[config.mk]
export PLATFORM = sky130hd
export DESIGN_NAME = cla_pipe_adder
export DESIGN_NICKNAME = d
export VERILOG_FILES = /design/src/rtl/cla_pkg.sv /design/src/rtl/cla_group.sv /design/src/rtl/cla_pipe_adder.sv
export SDC_FILE = /design/constraint.sdc
export NUM_CORES = 1
export LEC_CHECK = 0
export BUFFER_PORTS_ARGS = -buffer_cell sky130_fd_sc_hd__buf_2
export CORE_MARGIN = 2
export CORE_UTILIZATION = 55
export DETAILED_ROUTE_END_ITERATION = 10
export PLACE_DENSITY = 0.83
export SETUP_SLACK_MARGIN = 0.5
export SYNTH_ARGS = -nofsm -noshare
export SYNTH_HDL_FRONTEND = slang
export SYNTH_SLANG_ARGS = --single-unit
export TNS_END_PERCENT = 20
[constraint.sdc]
create_clock -name clk -period 13.34 [get_ports clk]
set_input_delay 1.334 -clock clk [delete_from_list [all_inputs] [get_ports clk]]
set_output_delay 1.334 -clock clk [all_outputs]
set_load 0.02 [all_outputs]
[src/rtl/cla_pkg.sv]
// Shared helpers and types for the pipelined carry-look-ahead adder.
// The group-result struct describes the default group width.
package cla_pkg;

  localparam int CLA_DEF_GROUP = 8;

  typedef struct packed {
    logic                     cout;
    logic                     cMsb;
    logic [CLA_DEF_GROUP-1:0] sum;
  } grpRes_t;

  function automatic int ng(input int width, input int group);
    return width / group;
  endfunction

endpackage

[src/rtl/cla_group.sv]
// Combinational GROUP-bit carry-look-ahead group.
// It also exports the carry into its MSB for signed-overflow detection.
module cla_group
  import cla_pkg::*;
#(
  parameter int GROUP = 8
) (
  input  logic [GROUP-1:0] a,
  input  logic [GROUP-1:0] b,
  input  logic             cin,
  output logic [GROUP-1:0] sum,
  output logic             cout,
  output logic             c_msb
);

  logic [GROUP-1:0] gen;
  logic [GROUP-1:0] prop;
  logic [GROUP:0]   carry;

  assign gen  = a & b;
  assign prop = a ^ b;

  // Each carry is a flat sum of products over generate/propagate terms, so bits do not ripple.
  always_comb begin
    logic term;
    logic chain;
    carry    = '0;
    term     = 1'b0;
    chain    = 1'b1;
    carry[0] = cin;
    for (int i = 0; i < GROUP; i++) begin
      term  = 1'b0;
      chain = 1'b1;
      for (int j = i; j >= 0; j--) begin
        term  = term | (gen[j] & chain);
        chain = chain & prop[j];
      end
      carry[i+1] = term | (chain & cin);
    end
  end

  assign sum   = prop ^ carry[GROUP-1:0];
  assign cout  = carry[GROUP];
  assign c_msb = carry[GROUP-1];

endmodule

[src/rtl/cla_pipe_adder.sv]
// Pipelined carry-look-ahead adder/subtractor with valid/ready handshake.
// Rank 0 registers the operands; group k reads rank k and writes rank k+1.
module cla_pipe_adder
  import cla_pkg::*;
#(
  parameter int WIDTH = 32,
  parameter int GROUP = 8
) (
  input  logic             clk,
  input  logic             rst_n,
  input  logic             in_valid,
  output logic             in_ready,
  input  logic [WIDTH-1:0] in_a,
  input  logic [WIDTH-1:0] in_b,
  input  logic             in_cin,
  input  logic             in_sub,
  output logic             out_valid,
  input  logic             out_ready,
  output logic [WIDTH-1:0] out_sum,
  output logic             out_cout,
  output logic             out_ovf
);

  localparam int NG = ng(WIDTH, GROUP);

  if (WIDTH % GROUP != 0) begin : gBadParams
    $error("cla_pipe_adder: WIDTH must be a multiple of GROUP");
  end

  logic [WIDTH-1:0] opA_q    [NG];
  logic [WIDTH-1:0] opB_q    [NG];
  logic [WIDTH-1:0] sum_q    [1:NG];
  logic [WIDTH-1:0] sum_d    [NG];
  logic [NG:0]      carry_q;
  logic [NG:0]      valid_q;
  logic             cMsb_q;

  logic [GROUP-1:0] grpSum   [NG];
  logic             grpCout  [NG];
  logic             grpCmsb  [NG];
  logic             stall;

  assign stall    = valid_q[NG] && !out_ready;
  assign in_ready = !stall;

  for (genvar k = 0; k < NG; k++) begin : gStage
    cla_group #(.GROUP(GROUP)) uGroup (
      .a     (opA_q[k][k*GROUP +: GROUP]),
      .b     (opB_q[k][k*GROUP +: GROUP]),
      .cin   (carry_q[k]),
      .sum   (grpSum[k]),
      .cout  (grpCout[k]),
      .c_msb (grpCmsb[k])
    );
  end

  // Deskew: each rank carries the finished lower slices forward and drops its own slice in.
  always_comb begin
    for (int k = 0; k < NG; k++) begin
      sum_d[k] = '0;
    end
    sum_d[0][GROUP-1:0] = grpSum[0];
    for (int k = 1; k < NG; k++) begin
      sum_d[k]                   = sum_q[k];
      sum_d[k][k*GROUP +: GROUP] = grpSum[k];
    end
  end

  always_ff @(posedge clk) begin
    if (!rst_n) begin
      valid_q <= '0;
      carry_q <= '0;
      cMsb_q  <= 1'b0;
      for (int k = 0; k < NG; k++) begin
        opA_q[k]   <= '0;
        opB_q[k]   <= '0;
        sum_q[k+1] <= '0;
      end
    end else if (!stall) begin
      valid_q[0] <= in_valid;
      opA_q[0]   <= in_a;
      opB_q[0]   <= in_sub ? ~in_b : in_b;
      carry_q[0] <= in_sub | in_cin;
      for (int k = 1; k < NG; k++) begin
        opA_q[k] <= opA_q[k-1];
        opB_q[k] <= opB_q[k-1];
      end
      for (int k = 0; k < NG; k++) begin
        valid_q[k+1] <= valid_q[k];
        carry_q[k+1] <= grpCout[k];
        sum_q[k+1]   <= sum_d[k];
      end
      cMsb_q <= grpCmsb[NG-1];
    end
  end

  assign out_valid = valid_q[NG];
  assign out_sum   = sum_q[NG];
  assign out_cout  = carry_q[NG];
  assign out_ovf   = cMsb_q ^ carry_q[NG];

endmodule

==> key figures, run 1 <==
Worst hold path
  • Worst hold start: valid_q[1]$_SDFFE_PN0N_
  • Hold path depth: 2
  • Hold endpoint: valid_q[2]$_SDFFE_PN0N_
  • Hold Crit Class: reg -> reg

CTS
  • Sinks on Clock Net: 251
  • H-Tree Level Count: 1
  • Hold buffers post-CTS: 0
  • Root Driver: clkbuf_16
  • CTS clk-pin slew, worst paths: 60 ps
  • Max Root-Sink Buffers: 3
  • Worst-skew pair later-pin latency: 490 ps
  • Post-CTS Setup Repair Bufs: 0
  • TritonCTS clock tree: built
  • CTS buffer count: 23
  • CTS-repair resized insts: 0

Critical path
  • R2r worst-path depth: 8
  • CP Capture Type: primary output
  • Crit-path slowest cell: buf_4
  • Largest stage delay on the critical path: 860 ps
  • Crit path max-delay family: buffers and inverters
  • Buf+Inv Stages, Crit Path: 5
  • Reg2Reg Capture Point: sum_q[0][38]$_SDFFCE_PN0P_
  • Crit Path Class: in -> out
  • Worst R2R Setup Slack: 9780 ps
  • Startpoint types: input port
  • Critical path peak fanout: 131
  • WP data required: 12010 ps
  • Critical R2R Launch: valid_q[4]$_SDFFE_PN0N_
  • CP arrival: 3190 ps
  • Crit path cell chain: buf_2 > nor2b_1 > buf_4 > inv_4 > buf_4 > buf_2
  • Setup crit start: out_ready

Route
  • DR WL met2: 7640 um
  • DR vias/cell: 5.28
  • Top layer in use: met4
  • Antenna-violating nets left: 0
  • Routed len/inst: 14.7 um
  • Vias: 5963
  • Router iterations before antenna repair: 5
  • Wire length on met1: 7550 um
  • Metal3 WL: 1170 um
  • 1st-iter DRT viols: 454
  • Total Wirelength: 16600 um
  • DRC violations left: 0

Cells and area
  • Most frequent cells in the layout: edfxtp_1 (240), and3_1 (184), buf_2 (104)
  • Antenna diodes: 0
  • Most common cell after layout, fill and taps aside: edfxtp_1
  • Layout Nets: 955
  • Post-route cell area: 0.0122 mm2
  • Fin cells: 1129
  • Core Util, Final: 0.632
  • Area Growth Syn to Fin: 13.5%
  • FILL cells: 1370
  • Fraction of layout cells with a size suffix above 1: 0.179

Floorplanning
  • Die footprint: 0.0207 mm2
  • Die Span Y: 144 um
  • Die Wd: 144 um
  • Top-Level Pins: 106
  • Cell Rows: 51
  • Area of the core: 0.0193 mm2
  • Initial Util: 0.557

Place
  • Hpwl dp: 10200 um
  • Post-Place Cells: 1089
  • IO Port Bufs: 105
  • GP Congestion: 0.831
  • Dpl ws: 8810 ps
  • Post-place instance area: 0.0115 mm2

Synth
  • Post-Syn Instances: 766
  • Yosys cell types: 53
  • Async S/R FF share, synth: 0
  • Mapped Area: 0.0108 mm2
  • Mapped Avg Cell Area: 14.1 um2
  • Number of synthesized flops with an enable pin: 240
  • Yosys warnings: 0
  • Top_reg_cell synth: edfxtp_1
  • Syn_nets: 872
  • Synth Register Bits: 251
  • Seq/Total Area, Yosys: 0.690

Timing
  • Slew Viols, Final: 0
  • Final min period: 4520 ps
  • Final hold violations: 0
  • Fin Setup TNS: 0 ps
  • Worst clock skew: 14.5 ps
  • Unrepaired setup endpoints after global routing: no
  • Final worst-path cycle share: 0.339
  • Final setup vio count: 0
  • WHS: 469 ps
  • Fmax achieved: 221 MHz
  • Worst-Margin Slew: 1030 ps
  • Relative slew slack: 0.315
  • Final worst slack: 8820 ps

Status
  • Status: finished clean

Power and ir drop
  • Net switching power: 0.321 mW
  • Switching share of power: 0.193
  • Worst vdd ir: 0.0000710 V
  • PwrDens: 136 mW/mm2
  • Total power: 1.66 mW
  • Sequential share of power: 0.551
  • Logic pwr share: 0.060
  • Leak pwr: 5.77 nW
  • Internal power: 1.34 mW
  • Clk pwr share: 0.389

Global route
  • Gr ovfl total: 0
  • Largest net degree at the start of global routing: 132
  • Vias in the first global route: 5440
  • First-pass GRT wire length: 26200 um
  • Initial antenna violation count: 0
  • GRT Overall Usage: 0.158

Job
  • MaxCap Viol Count: 0
-- power groups by stage --
stage	Sequential (mW)	Clock, mW	Combinational [mW]
floorplan	0.932	0	0.0676
global placement	0.930	0	0.0961
detailed placement	0.932	0	0.0991
CTS	0.915	0.659	0.100
global route	0.919	0.685	0.112
finish	0.915	0.646	0.0999
-- state kept, by name, summed over array words and instances (netlist names) --
register,flops
opA_q,80
opB_q,80
sum_q,80
carry_q,5
valid_q,5
cMsb_q,1
-- area by class of cell --
type	instances	area [um2]	share of cell area
Clock buffer	25	583	0.0477
Clock inverter	15	173	0.0141
Inverter	5	21.3	0.00174
Multi-Input combinational cell	457	3120	0.255
Sequential cell	251	7430	0.608
Tap cell	265	332	0.0271
Timing Repair Buffer	111	573	0.0469
-- tightest hold or removal path: cells and delay by family (launching register included) --
kind | cells | cell delay [ps]
compound gates | 1 | 60
flops | 1 | 310
simple gates | 1 | 50
-- worst max path at each step --
stage	endpoint	slack [ps]	cells past startpoint
floorplan	opA_q[0][0]$_SDFFCE_PN0P_	5660	3
global placement	in_ready	8850	6
detailed placement	sum_q[0][38]$_SDFFCE_PN0P_	8810	9
CTS	in_ready	8840	6
global route	in_ready	8640	6
finish	in_ready	8820	6
-- logic make-up (layout without fill, tap and decap cells) --
| group | Yosys count | count (layout) | share of synthesized area |
|---|---|---|---|
| AO/OA/AOI/OAI | 76 | 76 | 0.0519 |
| adder cells (fa/ha/maj) | 36 | 36 | 0.0446 |
| buffers and inverters | 58 | 156 | 0.0217 |
| flip-flops | 251 | 251 | 0.690 |
| AND/OR/NAND/NOR | 300 | 300 | 0.155 |
| XOR/XNOR | 42 | 42 | 0.0342 |
| multiplexers | 3 | 3 | 0.00279 |
-- synthesized netlist by cell type (3+ instances only) --
master | count | area [um2]
fa_1 | 4 | 80.1
a211oi_1 | 7 | 52.6
a21oi_1 | 13 | 65.1
nand2b_1 | 3 | 18.8
clkbuf_1 | 46 | 173
nor2_1 | 54 | 203
ha_1 | 32 | 400
nor3_1 | 15 | 75.1
o31a_1 | 5 | 43.8
nor4_1 | 6 | 37.5
nand2_1 | 24 | 90.1
o21a_1 | 6 | 45.0
dfxtp_1 | 11 | 220
a211oi_2 | 3 | 37.5
buf_2 | 5 | 25.0
o21ai_0 | 10 | 50.1
a21o_1 | 7 | 52.6
and3_1 | 184 | 1150
xnor2_1 | 41 | 359
o21bai_1 | 3 | 22.5
nand3_1 | 5 | 25.0
inv_1 | 4 | 15.0
o21ai_1 | 3 | 15.0
edfxtp_1 | 240 | 7210
mux2i_1 | 3 | 30.0
a21boi_0 | 5 | 37.5
-- per-layer routing --
layer | global-route usage | vias up
met4 | 0.0397 | 0
met2 | 0.253 | 165
met1 | 0.226 | 2728
li1 | - | 3049
met5 | 0 | -
met3 | 0.0293 | 21
(Power assumes the default switching activity.)
==> run 2, diff against run 1 <==
--- a/config.mk
+++ b/config.mk
@@ -7,9 +7,9 @@
 export LEC_CHECK = 0
 export BUFFER_PORTS_ARGS = -buffer_cell sky130_fd_sc_hd__buf_2
 export CORE_MARGIN = 2
-export CORE_UTILIZATION = 55
+export CORE_UTILIZATION = 53
 export DETAILED_ROUTE_END_ITERATION = 10
-export PLACE_DENSITY = 0.83
+export PLACE_DENSITY = 0.84
 export SETUP_SLACK_MARGIN = 0.5
 export SYNTH_ARGS = -nofsm -noshare
 export SYNTH_HDL_FRONTEND = slang
==> constraint.sdc (replaced) <==
create_clock -name clk -period 3.9 [get_ports clk]
set_input_delay 0.39 -clock clk [delete_from_list [all_inputs] [get_ports clk]]
set_output_delay 0.39 -clock clk [all_outputs]
set_load 0.02 [all_outputs]
==> run 2 against run 1 <==
Worst hold slack got worse by 320 ps. Sequential power increased to 3.4 times the previous value. Combinational power increased to 3.4 times the previous value. Wire length increased by 3.5%. Cell count increased by 0.71%. Sequential share of layout area decreased by 0.14 points.
==> key figures, run 2 (same netlist as run 1, synthesis figures left out) <==
Status
  • Status: finished clean

Floorplanning
  • Die Wd: 147 um (+1.8%)
  • Die footprint: 0.0215 mm2 (+3.7%)
  • Area of the core: 0.0201 mm2 (+4.0%)
  • Cell Rows: 52 (+2.0%)
  • Top-Level Pins: 106 (unchanged)
  • Die Span Y: 147 um (+1.8%)
  • Initial Util: 0.536 (-0.0213)

Cells and area
  • Most common cell after layout, fill and taps aside: edfxtp_1
  • Antenna diodes: 0 (unchanged)
  • Layout Nets: 957 (+0.21%)
  • Area Growth Syn to Fin: 13.8%
  • Core Util, Final: 0.609 (-0.0228)
  • Largest regs: opA_q (80), opB_q (80), sum_q (80)
  • Most frequent cells in the layout: edfxtp_1 (240), and3_1 (184), buf_2 (104)
  • Fraction of layout cells with a size suffix above 1: 0.179 (-0.000621)

Timing
  • Final hold violations: 0 (unchanged)
  • Worst clock skew: 16.4 ps (+1.93 ps)
  • Final min period: 2780 ps
  • Slew Viols, Final: 0 (unchanged)
  • Final worst-path cycle share: 0.714
  • Final setup vio count: 0 (unchanged)
  • Relative slew slack: 0.282 (-0.0330)
  • Fmax achieved: 359 MHz
  • Fin Setup TNS: 0 ps (unchanged)
  • Unrepaired setup endpoints after global routing: no
  • Worst-Margin Slew: 1080 ps (+49.5 ps)

Critical path
  • CP arrival: 3050 ps (-140 ps)
  • Startpoint types: flop
  • Critical path peak fanout: 75 (-43%)
  • Crit Path Class: reg -> reg
  • CP Capture Type: flop
  • Worst R2R Setup Slack: 1120 ps (-8660 ps)
  • WP data required: 4170 ps (-7840 ps)

Global route
  • Initial antenna violation count: 0 (unchanged)
  • Vias in the first global route: 5566 (+2.3%)
  • Largest net degree at the start of global routing: 154 (+17%)
  • GRT Overall Usage: 0.160 (+0.00241)
  • Gr ovfl total: 0 (unchanged)
  • First-pass GRT wire length: 28100 um (+7.1%)

Route
  • Antenna-violating nets left: 0 (unchanged)
  • 1st-iter DRT viols: 560 (+23%)
  • Routed len/inst: 15.1 um (+2.8%)
  • Vias: 6001 (+0.64%)
  • Router iterations before antenna repair: 5 (unchanged)
  • Total Wirelength: 17200 um (+3.5%)
  • DR vias/cell: 5.28 (about the same)
  • DRC violations left: 0 (unchanged)

Power and ir drop
  • Switching share of power: 0.199 (+0.00607)
  • Sequential share of power: 0.551 (about the same)
  • PwrDens: 464 mW/mm2 (+240%)
  • Logic pwr share: 0.060 (about the same)
  • Clk pwr share: 0.388 (about the same)
  • Leak pwr: 5.77 nW (about the same)
  • Worst vdd ir: 0.000277 V (+290%)
  • Net switching power: 1.13 mW (+250%)
  • Internal power: 4.55 mW (+240%)

CTS
  • Hold buffers post-CTS: 0 (unchanged)
  • Worst-skew pair later-pin latency: 510 ps (+20 ps)
  • H-Tree Level Count: 1 (unchanged)
  • Max Root-Sink Buffers: 3 (unchanged)
  • TritonCTS clock tree: built
  • CTS-repair resized insts: 0 (unchanged)
  • CTS buffer count: 24 (+4.3%)
  • Root Driver: clkbuf_16
  • Sinks on Clock Net: 251 (unchanged)
  • Post-CTS Setup Repair Bufs: 0 (unchanged)
  • CTS clk-pin slew, worst paths: 60 ps (about the same)

Place
  • Hpwl dp: 10600 um (+4.1%)
  • GP Congestion: 0.833 (+0.29%)
  • IO Port Bufs: 105 (unchanged)

Worst hold path
  • Hold Crit Class: in -> reg

Job
  • MaxCap Viol Count: 0 (unchanged)
## run 2: changes by cell type in the layout (fill, tap and decap cells not counted)
cell and delta:
bufinv_16 -2, nor2b_1 -1, nand2_4 -1, clkinv_1 -2, clkbuf_1 +6, buf_12 +1
clkinvlp_4 -2, clkbuf_16 +2, nor2b_2 +1, nand2_8 +1
## run 2: layout make-up
cell class / instances / area (um2)
clock inverters: 9 / 90.1
clock buffers: 33 / 656
flip-flops and latches: 251 / 7430
multi-input cells: 457 / 3130
repair buffers: 112 / 593
well taps: 270 / 338
inverters: 5 / 21.3
fillers: 1471 / 7850
## run 2: worst max-delay path, stage by stage (launching register included)
cell and delay [ps]:
dfxtp_1 310, nor2b_2 660, inv_4 420, nand2_2 410, buf_4 450, nor4_1 120
a21boi_1 150
## run 2: worst paths after layout
kind | startpoint | depth (start not counted) | endpoint
setup / recovery | valid_q[4]$_SDFFE_PN0N_ | 6 | sum_q[0][39]$_SDFFCE_PN0P_
hold / removal | in_valid | 3 | valid_q[0]$_SDFFE_PN0N_
setup reg to reg | valid_q[4]$_SDFFE_PN0N_ | 6 | sum_q[0][39]$_SDFFCE_PN0P_
hold reg to reg | valid_q[0]$_SDFFE_PN0N_ | 2 | valid_q[0]$_SDFFE_PN0N_
## run 2: metrics by stage
stage	hold WS (ps)	instance area [um2]	setup slack (ps)	instances	power (mW)
finish	153	12300	1120	1137	5.68
global route	161	12300	876	1137	5.88
CTS	140	12300	1090	1137	5.72
detailed placement	457	11500	929	1095	3.53
global placement	451	11500	1000	1095	3.51
floorplan	441	10800	855	766	3.42
## run 2: layer usage
layer	vias to the layer above	track usage	part of all wire
li1	3055	-	-
met1	2767	0.239	0.47
met2	155	0.248	0.46
met3	24	0.0250	0.053
met4	0	0.0481	0.021
met5	-	0	0
## run 2: power groups by stage
stage / clock (mW) / sequential [mW] / combinational, mW
after CTS: 2.24 / 3.13 / 0.345
after global placement: 0 / 3.18 / 0.330
final: 2.20 / 3.13 / 0.343
after global routing: 2.35 / 3.14 / 0.386
after floorplan: 0 / 3.19 / 0.232
after detailed placement: 0 / 3.19 / 0.341
==> run 3, diff against run 2 <==
--- a/config.mk
+++ b/config.mk
@@ -7,9 +7,9 @@
 export LEC_CHECK = 0
 export BUFFER_PORTS_ARGS = -buffer_cell sky130_fd_sc_hd__buf_2
 export CORE_MARGIN = 2
-export CORE_UTILIZATION = 53
+export CORE_UTILIZATION = 55
 export DETAILED_ROUTE_END_ITERATION = 10
-export PLACE_DENSITY = 0.84
+export PLACE_DENSITY = 0.83
 export SETUP_SLACK_MARGIN = 0.5
 export SYNTH_ARGS = -nofsm -noshare
 export SYNTH_HDL_FRONTEND = slang
==> constraint.sdc (replaced) <==
create_clock -name clk -period 2.6 [get_ports clk]
set_input_delay 0.26 -clock clk [delete_from_list [all_inputs] [get_ports clk]]
set_output_delay 0.26 -clock clk [all_outputs]
set_load 0.02 [all_outputs]
==> run 3 against run 2 <==
Global-route usage grew 0.22 points. Clock power grew 56%. Highest routed layer unchanged. Critical path type unchanged. Setup slack lost 560 ps. Sequential share of layout area shrank 0.74 points.
==> key figures, run 3 (same netlist as run 1, synthesis figures left out) <==
Floorplanning
  • Initial Util: 0.557 (+0.0213)
  • Area of the core: 0.0193 mm2 (-3.8%)
  • Die Span Y: 144 um (-1.8%)
  • Cell Rows: 51 (-1.9%)
  • Die footprint: 0.0207 mm2 (-3.5%)
  • Die Wd: 144 um (-1.8%)
  • Top-Level Pins: 106 (unchanged)

Power and ir drop
  • Worst vdd ir: 0.000632 V (+130%)
  • PwrDens: 697 mW/mm2 (+50%)
  • Total power: 8.65 mW (+52%)
  • Leak pwr: 5.87 nW (+1.6%)

Cells and area
  • Register area: 0.00743 mm2 (about the same)
  • Fraction of layout cells with a size suffix above 1: 0.193 (+0.0146)
  • Fin cells: 1144 (+0.62%)
  • Layout Nets: 968 (+1.1%)
  • Most frequent cells in the layout: edfxtp_1 (240), and3_1 (184), buf_2 (104)
  • FILL cells: 1372 (-6.7%)
  • Multi-input combinational cell area: 0.00314 mm2 (+0.28%)
  • Core Util, Final: 0.642 (+0.0322)
  • Area Growth Syn to Fin: 15.2%
  • Largest regs: opA_q (80), opB_q (80), sum_q (80)
  • Most common cell after layout, fill and taps aside: edfxtp_1
  • Antenna diodes: 0 (unchanged)

CTS
  • Root Driver: clkbuf_16
  • Worst-skew pair later-pin latency: 510 ps (about the same)
  • TritonCTS clock tree: built
  • CTS buffer count: 25 (+4.2%)
  • Max Root-Sink Buffers: 3 (unchanged)
  • H-Tree Level Count: 1 (unchanged)
  • Sinks on Clock Net: 251 (unchanged)
  • CTS clk-pin slew, worst paths: 60 ps (about the same)

Critical path
  • Startpoint types: flop
  • Critical path peak fanout: 6 (-92%)
  • Crit path cell chain: ha_1 > a211oi_2 > o21bai_2 > a311o_1 > and3_1
  • Crit Path Class: reg -> reg
  • Largest stage delay on the critical path: 430 ps (-230 ps)
  • Critical Path Stages: 5 (-1)
  • Buf+Inv Stages, Crit Path: 0 (-2)
  • Crit path max-delay family: compound AO/OA/AOI/OAI gates
  • R2r worst-path depth: 5 (-1)
  • CP Capture Type: flop
  • CP arrival: 2300 ps (-750 ps)
  • WP data required: 2860 ps (-1310 ps)
  • Crit-path slowest cell: edfxtp_1

Place
  • IO Port Bufs: 105 (unchanged)
  • Post-Place Cells: 1095 (unchanged)
  • GP Congestion: 0.838 (+0.61%)
  • Hpwl dp: 10700 um (+1.3%)

Timing
  • Worst clock skew: 5.56 ps (-10.9 ps)
  • Final setup vio count: 0 (unchanged)
  • Final worst-path cycle share: 0.788 (+0.0740)
  • Relative slew slack: 0.312 (+0.0300)
  • Worst-Margin Slew: 1030 ps (-45.0 ps)
  • Fin Setup TNS: 0 ps (unchanged)
  • Slew Viols, Final: 0 (unchanged)
  • Final hold violations: 0 (unchanged)
  • Final min period: 2050 ps (-735 ps)
  • Fmax achieved: 488 MHz (+36%)
  • Unrepaired setup endpoints after global routing: yes

Route
  • Router iterations before antenna repair: 7 (+2)
  • Antenna-violating nets left: 0 (unchanged)
  • Routed len/inst: 14.8 um (-1.8%)
  • Vias: 6048 (+0.78%)
  • 1st-iter DRT viols: 419 (-25%)
  • Total Wirelength: 17000 um (-1.2%)
  • DR vias/cell: 5.29 (+0.17%)
  • DRC violations left: 0 (unchanged)

Global route
  • Initial antenna violation count: 0 (unchanged)
  • GRT Overall Usage: 0.163 (+0.00222)
  • Largest net degree at the start of global routing: 133 (-14%)
  • First-pass GRT wire length: 26900 um (-4.2%)
  • Vias in the first global route: 5432 (-2.4%)
  • Gr ovfl total: 0 (unchanged)

Job
  • MaxCap Viol Count: 0 (unchanged)

Worst hold path
  • Hold path depth: 3 (unchanged)
  • Hold Crit Class: in -> reg

Status
  • Status: finished clean
run 3: worst min-delay path: stages:
cell and delay [ps]:
buf_2 70, nor3_1 40, nor3b_1 150
run 3: metal layers:
layer | vias to the layer above | part of all wire | global-route usage
li1 | 3070 | - | -
met1 | 2773 | 0.46 | 0.245
met2 | 173 | 0.46 | 0.244
met3 | 32 | 0.058 | 0.0287
met4 | 0 | 0.021 | 0.0506
met5 | - | 0 | 0
run 3: metrics by stage:
step                setup slack, ps  cell area [um2]  hold WS [ps]
finish                          552            12400          64.1
global placement                582            11600           448
floorplan                       557            10800           407
detailed placement              534            11600           457
CTS                             514            12400          40.1
global route                    478            12400          47.0
run 3: layout make-up:
cell class / count / share of cell area
Clock buffer: 37 / 0.0573
Clock inverter: 7 / 0.00666
Inverter: 5 / 0.00171
Multi-Input combinational cell: 457 / 0.253
Sequential cell: 251 / 0.599
Tap cell: 265 / 0.0267
Timing Repair Buffer: 122 / 0.0561
run 3: timing repair:
item	in CTS	in global routing
resized for setup	0	1
hold endpoints to repair	1	0
buffers inserted	0	4
setup endpoints to repair	0	2
hold buffers	1	0
run 3: worst paths after layout:
check,startpoint,to,slack [ps]
min,in_cin,carry_q[0]$_SDFFE_PN0N_,60
max,opB_q[0][120]$_SDFFCE_PN0P_,sum_q[0][159]$_SDFFCE_PN0P_,550
min reg2reg,valid_q[3]$_SDFFE_PN0N_,valid_q[3]$_SDFFE_PN0N_,460
max reg2reg,opB_q[0][120]$_SDFFCE_PN0P_,sum_q[0][159]$_SDFFCE_PN0P_,550
run 3: power breakdown:
group | internal [mW] | total [mW] | leakage (nW) | switching [mW]
Sequential | 4.64 | 4.70 | 2.96 | 0.0598
Combinational | 0.240 | 0.518 | 2.52 | 0.278
Clock | 2.08 | 3.43 | 0.389 | 1.36
